`config.mk`:
```
export PLATFORM = sky130hd
export DESIGN_NAME = display_driver_scan
export DESIGN_NICKNAME = d
export VERILOG_FILES = /design/src/rtl/display_driver_scan.sv
export SDC_FILE = /design/constraint.sdc
export NUM_CORES = 1
export LEC_CHECK = 0
export CAP_MARGIN = 10
export CORE_ASPECT_RATIO = 1.5
export CORE_UTILIZATION = 39
export CTS_BUF_LIST = sky130_fd_sc_hd__clkbuf_2
export DETAILED_ROUTE_END_ITERATION = 8
export PLACE_DENSITY_LB_ADDON = 0.3
export SYNTH_ARGS = -nofsm -noshare
export SYNTH_HDL_FRONTEND = slang
export SYNTH_SLANG_ARGS = --single-unit
```
`constraint.sdc`:
```
create_clock -name clk -period 3 [get_ports clk]
set_input_delay 0.45 -clock clk [delete_from_list [all_inputs] [get_ports clk]]
set_output_delay 0.45 -clock clk [all_outputs]
set_load 0.005 [all_outputs]
```
`src/rtl/display_driver_scan.sv`:
```
// Score/status display driver: sequential double-dabble BCD conversion, multiplexed
// seven-segment scan with leading-zero blanking, and an animated status LED bar.
module display_driver_scan #(
  parameter int unsigned DIGITS    = 4,
  parameter int unsigned SCORE_W   = 16,
  parameter int unsigned SCAN_DIV  = 50000,
  parameter int unsigned BLINK_DIV = 12500000,
  parameter int unsigned LED_W     = 8
) (
  input  logic               clk,
  input  logic               reset_n,
  input  logic [SCORE_W-1:0] score_in,
  input  logic [1:0]         game_state_in,
  input  logic               blank_en,
  output logic [DIGITS-1:0]  seg_an_out,
  output logic [7:0]         seg_data_out,
  output logic [LED_W-1:0]   led_out,
  output logic               conv_busy
);

  localparam int unsigned BcdW   = 4 * DIGITS;
  localparam int unsigned CntW   = $clog2(SCORE_W + 1);
  localparam int unsigned IdxW   = (DIGITS > 1) ? $clog2(DIGITS) : 1;
  localparam int unsigned ScanW  = $clog2(SCAN_DIV);
  localparam int unsigned BlinkW = $clog2(BLINK_DIV);
  localparam logic [63:0] MaxScore = 64'(10 ** DIGITS) - 64'd1;
  localparam logic [LED_W-1:0] OuterPat = LED_W'(3) | (LED_W'(3) << (LED_W - 2));

  typedef enum logic [1:0] {StIdle, StLoad, StShift, StCommit} conv_state_e;

  conv_state_e        state_q, state_d;
  logic [SCORE_W-1:0] shift_q, shift_d, last_q, last_d;
  logic [BcdW-1:0]    acc_q, acc_d, acc_adj, disp_q, disp_d;
  logic [CntW-1:0]    cnt_q, cnt_d;

  always_comb begin
    state_d = state_q;
    shift_d = shift_q;
    last_d  = last_q;
    acc_d   = acc_q;
    disp_d  = disp_q;
    cnt_d   = cnt_q;
    acc_adj = acc_q;
    for (int i = 0; i < int'(DIGITS); i++) begin
      if (acc_q[4*i +: 4] >= 4'd5) acc_adj[4*i +: 4] = acc_q[4*i +: 4] + 4'd3;
    end
    unique case (state_q)
      StIdle: if (score_in != last_q) state_d = StLoad;
      StLoad: begin
        shift_d = score_in;
        last_d  = score_in;
        acc_d   = '0;
        cnt_d   = '0;
        state_d = StShift;
      end
      StShift: begin
        acc_d   = {acc_adj[BcdW-2:0], shift_q[SCORE_W-1]};
        shift_d = shift_q << 1;
        cnt_d   = cnt_q + 1'b1;
        if (cnt_q == CntW'(SCORE_W - 1)) state_d = StCommit;
      end
      StCommit: begin
        // Scores beyond the display range pin to all nines
        disp_d  = (64'(last_q) > MaxScore) ? {DIGITS{4'h9}} : acc_q;
        state_d = StIdle;
      end
      default: state_d = StIdle;
    endcase
  end

  always_ff @(posedge clk or negedge reset_n) begin
    if (!reset_n) begin
      state_q <= StIdle;
      shift_q <= '0;
      last_q  <= '0;
      acc_q   <= '0;
      disp_q  <= '0;
      cnt_q   <= '0;
    end else begin
      state_q <= state_d;
      shift_q <= shift_d;
      last_q  <= last_d;
      acc_q   <= acc_d;
      disp_q  <= disp_d;
      cnt_q   <= cnt_d;
    end
  end

  assign conv_busy = (state_q != StIdle);

  function automatic logic [7:0] seg_decode(input logic [3:0] d);
    case (d)
      4'd0:    seg_decode = 8'hC0;
      4'd1:    seg_decode = 8'hF9;
      4'd2:    seg_decode = 8'hA4;
      4'd3:    seg_decode = 8'hB0;
      4'd4:    seg_decode = 8'h99;
      4'd5:    seg_decode = 8'h92;
      4'd6:    seg_decode = 8'h82;
      4'd7:    seg_decode = 8'hF8;
      4'd8:    seg_decode = 8'h80;
      4'd9:    seg_decode = 8'h90;
      default: seg_decode = 8'hFF;
    endcase
  endfunction

  logic [ScanW-1:0]  scan_cnt_q;
  logic [IdxW-1:0]   idx_q;
  logic [DIGITS-1:0] blank_vec, an_d;
  logic [7:0]        seg_d;
  logic              upper_zero;

  always_comb begin
    blank_vec  = '0;
    upper_zero = 1'b1;
    // Walk down from the top digit; a digit blanks only while everything above it is zero
    for (int i = int'(DIGITS) - 1; i >= 1; i--) begin
      upper_zero   = upper_zero && (disp_q[4*i +: 4] == 4'd0);
      blank_vec[i] = upper_zero;
    end
    an_d  = ~(DIGITS'(1) << idx_q);
    seg_d = (blank_en && blank_vec[idx_q]) ? 8'hFF : seg_decode(disp_q[4*idx_q +: 4]);
  end

  always_ff @(posedge clk or negedge reset_n) begin
    if (!reset_n) begin
      scan_cnt_q   <= '0;
      idx_q        <= '0;
      seg_an_out   <= '1;
      seg_data_out <= 8'hFF;
    end else begin
      seg_an_out   <= an_d;
      seg_data_out <= seg_d;
      if (scan_cnt_q == ScanW'(SCAN_DIV - 1)) begin
        scan_cnt_q <= '0;
        idx_q      <= (idx_q == IdxW'(DIGITS - 1)) ? '0 : idx_q + 1'b1;
      end else begin
        scan_cnt_q <= scan_cnt_q + 1'b1;
      end
    end
  end

  logic [1:0]        gs_q;
  logic [BlinkW-1:0] blink_cnt_q;
  logic              phase_q;
  logic [LED_W-1:0]  chase_q;

  always_ff @(posedge clk or negedge reset_n) begin
    if (!reset_n) begin
      gs_q        <= 2'b00;
      blink_cnt_q <= '0;
      phase_q     <= 1'b1;
      chase_q     <= LED_W'(1);
    end else if (game_state_in != gs_q) begin
      gs_q        <= game_state_in;
      blink_cnt_q <= '0;
      phase_q     <= 1'b1;
      chase_q     <= LED_W'(1);
    end else if (blink_cnt_q == BlinkW'(BLINK_DIV - 1)) begin
      blink_cnt_q <= '0;
      phase_q     <= ~phase_q;
      chase_q     <= {chase_q[LED_W-2:0], chase_q[LED_W-1]};
    end else begin
      blink_cnt_q <= blink_cnt_q + 1'b1;
    end
  end

  always_comb begin
    led_out = '0;
    case (gs_q)
      2'b01:   led_out = chase_q;
      2'b10:   led_out = phase_q ? OuterPat : '0;
      2'b11:   led_out = phase_q ? ~OuterPat : '0;
      default: led_out = '0;
    endcase
  end

endmodule

```
==> results.sh, run 1 <==
export IMPL_stdcell_area_um2=7460
export IMPL_max_cap_violations=0
export IMPL_synth_cell_type_count=47
export IMPL_grt_first_pass_wirelength_um=22800
export IMPL_hpwlAfterDp_um=9330
export IMPL_required_ns=2.55
export IMPL_path_class="flip-flop to output pin"
export IMPL_timing_rr_start="blink_cnt_q[0]"
export IMPL_async_reset_ff_frac=1.00
export IMPL_critPathLaunchType="flip-flop"
export IMPL_vias=4594
export IMPL_fp_coreArea_um2=16700
export IMPL_report_final_slew_viol_count=0
export IMPL_ctsHoldBuffers=1
export IMPL_rsz0062_at_grt="false"
export IMPL_hold_class="input port to asynchronous set/reset pin"
export IMPL_netlist_area_um2=6630
export IMPL_syn_num_nets=681
export IMPL_synth_most_common_cell="dfrtp_1"
export IMPL_syn_to_final_growth_pct=12.5
export IMPL_nets=722
export IMPL_relSlewSlack=0.412
export IMPL_synth_common_cells="dfrtp_1, nor2_1, inv_1"
export IMPL_synth_edf_count=0
export IMPL_clk_latency_ns=0.72
export IMPL_layout_min_cycle_time_ns=2.73
export IMPL_wl_per_cell_um=14.5
export IMPL_max_freq_mhz=366
export IMPL_cts_sink_count=135
export IMPL_synth_top_area_frac=0.461
export IMPL_post_cts_setup_buffer_count=0
export IMPL_drt_vias_per_instance=5.11
export IMPL_rows=58
export IMPL_grt_ovfl_total=0
export IMPL_dieArea_um2=17500
export IMPL_port_buffers=40
export IMPL_netlist_instances=635
export IMPL_die_h_um=162
export IMPL_synth_area_leader_cell="dfrtp_1"
export IMPL_r2r_slack_ns=0.59
export IMPL_grt_pass1_vias=4935
export IMPL_vdd_drop_max_uv=583
export IMPL_die_width_um=108
export IMPL_skew_ns=0.0313
export IMPL_crit_arrival_ns=2.28
export IMPL_synth_seq_cells=135
export IMPL_reg2reg_to="blink_cnt_q[19]"
export IMPL_io_pins=42
export IMPL_worst_slew_pin_slew_ns=0.876
export IMPL_cts_root_buf="clkbuf_2"
export IMPL_ant_nets=0
export IMPL_gp_congestion=0.757
export IMPL_clk_pin_slew_worst_paths_ns=0.21
export IMPL_placed_area_um2=7220
export IMPL_numCtsBuffers=17
export IMPL_drt_iter0_drc=242
export IMPL_dr_pass1_iters=6
export IMPL_post_route_drc_count=0
export IMPL_synth_area_leaders="dfrtp_1, dfstp_2, xnor2_1, ha_1, nor2_1"
export IMPL_cts_buffer_depth=2
export IMPL_leakagePower_uw=0.00308
export IMPL_wl_um=13000
export IMPL_outcome="completed"
export IMPL_cts_tree="built"
export IMPL_synth_seq_area_share=0.512
export IMPL_synth_warnings=0
export IMPL_reg2regPathDepth=6
export IMPL_path_max_fanout=5
export IMPL_syn_avg_cell_area_um2=10.4
export IMPL_drive_gt1_frac=0.115
export IMPL_grt_use_total=0.164
export IMPL_antenna_found_initial=0
export IMPL_grt_max_degree=72
export IMPL_setup_tns_ns=0
export IMPL_setup_viol=0
export IMPL_powerDensity_nw_per_um2=684
export IMPL_endpoint_kind="output pin"
export IMPL_ctsResizeCount=0
export IMPL_cts_max_level=4
export IMPL_n_antenna_cell=0
export IMPL_min_period_over_period=0.911
export IMPL_ys_flop_type="dfrtp_1"
export IMPL_hold_viol_final=0
export IMPL_start_util=0.397
## kinds of logic (layout without fill, tap and decap cells)
group | count (synthesis) | in the layout | share of synthesized area
multiplexers | 48 | 48 | 0.0833
AO/OA/AOI/OAI | 95 | 95 | 0.0823
adder cells (fa/ha/maj) | 25 | 25 | 0.0472
XOR/XNOR | 60 | 60 | 0.0793
buffers and inverters | 72 | 126 | 0.0466
AND/OR/NAND/NOR | 199 | 199 | 0.149
other | 1 | 1 | 0.000566
flip-flops | 135 | 135 | 0.512
## state kept, by name, summed over array words and instances, names as in the netlist
name,cells
blink_cnt_q,24
acc_q,16
disp_q,16
last_q,16
scan_cnt_q,16
shift_q,16
chase_q,8
seg_data_out,7
cnt_q,5
seg_an_out,4
gs_q,2
idx_q,2
state_q,2
phase_q,1
## through the flow
| step | utilization | hold slack (ns) | cells | power, uW | setup slack, ns |
|---|---|---|---|---|---|
| 2_1_floorplan | - | 0.154 | 635 | 3590 | 1.23 |
| 3_3_place_gp | 0.433 | 0.420 | 866 | 4030 | 0.784 |
| 3_5_place_dp | 0.433 | 0.426 | 866 | 4100 | 0.585 |
| 4_1_cts | 0.447 | 0.135 | 899 | 5160 | 0.188 |
| 5_1_grt | 0.447 | 0.157 | 899 | 5450 | 0.0745 |
| 6_report | 0.447 | 0.192 | 899 | 5100 | 0.268 |
## per-layer routing
metal  GRT usage  share of wire
met4      0.0694          0.021
met1       0.191           0.42
met2       0.289           0.53
met5           0              0
met3      0.0333          0.029
## how the worst max path moves through the flow
| stage | from | to | slack, ns | depth (start not counted) |
|---|---|---|---|---|
| after floorplan | idx_q[0] | seg_data_out[3] | 1.23 | 7 |
| after global placement | blink_cnt_q[0] | blink_cnt_q[21] | 0.78 | 6 |
| after detailed placement | blink_cnt_q[0] | blink_cnt_q[19] | 0.58 | 6 |
| after CTS | phase_q | led_out[1] | 0.19 | 4 |
| after global routing | phase_q | led_out[7] | 0.07 | 4 |
| final | phase_q | led_out[7] | 0.27 | 4 |
## cell usage in the layout, fill, tap and decap left out, types with 3 or more instances in the layout
master           netlist  layout
clkinvlp_4             0       4
nand4_1               17      17
nand2b_1               8       8
a21boi_0               4       4
clkdlybuf4s50_1        0      39
mux2i_1               27      27
clkbuf_2               0      18
o32ai_1                3       3
nand3b_1               3       3
mux2_2                17      17
xor2_1                22      22
nor4_1                 4       4
clkinv_1               0       3
clkinv_2               0       3
dfstp_2               13      13
and3_1                 8       8
dfrtp_1              122     122
buf_4                  1       9
nand2_1               29      29
nand3_1               25      25
nor2b_1                3       3
mux4_2                 4       4
xnor2_1               38      38
and4_1                 3       3
nor2_1                79      79
ha_1                  25      25
a21oi_1               34      34
inv_1                 44      44
o22ai_1               16      16
or3_1                  3       3
o21ai_0               28      28
nor3_1                 7       7
a21o_1                 4       4
## worst max-delay path, cell delays in order (launching register included)
cell             delay [ns]
dfstp_2                0.58
nand2_1                0.11
nor2_1                 0.25
a21o_1                 0.13
clkdlybuf4s50_1        0.49
## area by class of cell
class | count | area [um2]
fill | 1584 | 9230
timing repair buffer | 50 | 488
tap | 210 | 263
sequential | 135 | 3390
clock inverter | 14 | 134
inverter | 44 | 165
multi-input combinational | 428 | 2920
clock buffer | 18 | 90.1
## power breakdown
group / switching (uW) / internal, uW / leakage (uW)
Clock: 680 / 374 / 0.000129
Sequential: 227 / 2170 / 0.00170
Combinational: 916 / 742 / 0.00126
Total: 1820 / 3280 / 0.00308
Note: power is estimated with default switching activity, not from simulation.
==> run 2: changes to the inputs <==
Settings changed: SETUP_SLACK_MARGIN set to 0.4.
==> results.sh, run 2 (synthesis gave the netlist of run 1 again) <==
export IMPL_cts_root_buf="clkbuf_2"
export IMPL_max_cap_violations=0
export IMPL_placed_area_um2=7220
export IMPL_dieArea_um2=17500
export IMPL_reg2regPathDepth=5
export IMPL_wl_per_cell_um=14.5
export IMPL_leakagePower_uw=0.00315
export IMPL_fp_coreArea_um2=16700
export IMPL_relSlewSlack=0.411
export IMPL_setup_viol=0
export IMPL_crit_arrival_ns=2.04
export IMPL_antenna_found_initial=0
export IMPL_p_sw_uw=1830
export IMPL_hold_viol_final=0
export IMPL_rsz0062_at_grt="true"
export IMPL_path_class="flip-flop to output pin"
export IMPL_cts_max_level=4
export IMPL_stdcell_area_um2=7540
export IMPL_numCtsBuffers=17
export IMPL_post_route_drc_count=0
export IMPL_timing_rr_start="scan_cnt_q[0]"
export IMPL_min_period_over_period=0.829
export IMPL_die_h_um=162
export IMPL_grt_use_total=0.165
export IMPL_fill_cells=1579
export IMPL_hold_ws_ns=0.193
export IMPL_rows=58
export IMPL_report_final_slew_viol_count=0
export IMPL_largest_reg_flops=24
export IMPL_worst_slew_pin_slew_ns=0.877
export IMPL_finalNonFillerCells=908
export IMPL_io_pins=42
export IMPL_powerDensity_nw_per_um2=682
export IMPL_die_width_um=108
export IMPL_layout_min_cycle_time_ns=2.49
export IMPL_clk_latency_ns=0.72
export IMPL_grt_first_pass_wirelength_um=22900
export IMPL_startpoint="state_q[1]"
export IMPL_grt_ovfl_total=0
export IMPL_ant_nets=0
export IMPL_grt_pass1_vias=4957
export IMPL_drive_gt1_frac=0.135
export IMPL_dr_pass1_iters=4
export IMPL_wl_um=13200
export IMPL_p_int_uw=3310
export IMPL_max_freq_mhz=402
export IMPL_n_antenna_cell=0
export IMPL_endpoint_kind="output pin"
export IMPL_largest_register="blink_cnt_q"
export IMPL_cts_tree="built"
export IMPL_swShare=0.357
export IMPL_skew_ns=0.0282
export IMPL_port_buffers=40
export IMPL_power_frac_seq=0.465
export IMPL_clk_pin_slew_worst_paths_ns=0.20
export IMPL_hpwlAfterDp_um=9330
export IMPL_setup_tns_ns=0
export IMPL_cts_buffer_depth=2
export IMPL_gp_congestion=0.757
export IMPL_cts_sink_count=135
export IMPL_dp_cells=866
export IMPL_comb_power_share=0.330
export IMPL_hold_class="input port to asynchronous set/reset pin"
export IMPL_vias=4620
export IMPL_syn_to_final_growth_pct=13.7
export IMPL_start_util=0.397
export IMPL_drt_vias_per_instance=5.09
export IMPL_post_route_util=0.451
export IMPL_critPathLaunchType="flip-flop"
export IMPL_clkPwrFrac=0.205
export IMPL_grt_max_degree=72
export IMPL_path_max_fanout=4
export IMPL_vdd_drop_max_uv=584
export IMPL_drt_iter0_drc=201
export IMPL_layout_common_cells="dfrtp_1, nor2_1, inv_1"
export IMPL_layout_commonest_cell="dfrtp_1"
export IMPL_nets=731
export IMPL_required_ns=2.55
export IMPL_outcome="completed"
run 2: area by class of cell:
type,instances,area [um2],share of cell area
Sequential cell,135,3400,0.451
Multi-Input combinational cell,428,2940,0.390
Timing Repair Buffer,59,546,0.0724
Tap cell,210,263,0.0349
Inverter,44,165,0.0219
Clock inverter,14,134,0.0178
Clock buffer,18,90.1,0.0120
run 2: critical path, cell delays in order, from the launching register on:
cell and delay, ns:
dfrtp_1 0.44, inv_1 0.08, ha_1 0.23, inv_1 0.09
clkdlybuf4s50_1 0.50
run 2: power by group through the flow:
stage               Clock, uW  Combinational [uW]  Sequential [uW]
global placement            0                1610             2420
detailed placement          0                1670             2430
global route             1150                1900             2440
CTS                      1090                1680             2400
finish                   1050                1700             2390
floorplan                   0                1220             2370
run 2: timing repair:
action                                 4_1_cts  5_1_grt
hold buffers                                 1        0
setup buffers                                4        5
resized for setup                           17        1
setup endpoints to repair                    8        7
pin swaps                                    1        1
endpoints found under the hold margin       31        0
run 2: path summary, 6_finish.rpt:
kind | end | slack [ns]
worst max-delay path | conv_busy | 0.51
worst min-delay path | scan_cnt_q[14] | 0.19
worst max register to register | scan_cnt_q[9] | 0.83
worst min register to register | blink_cnt_q[0] | 0.51
max in group asynchronous | gs_q[1] | 2.01
min in group clk | gs_q[1] | 0.21
run 2: metal layers:
metal,wire [um],GRT usage
met5,0,0
met3,358,0.0333
met1,5570,0.192
met2,7000,0.292
met4,272,0.0694
run 2: per-stage QoR:
stage | total power (uW) | setup slack, ns
finish | 5140 | 0.512
global route | 5480 | 0.367
CTS | 5160 | 0.404
detailed placement | 4100 | 0.585
global placement | 4030 | 0.784
floorplan | 3590 | 1.23
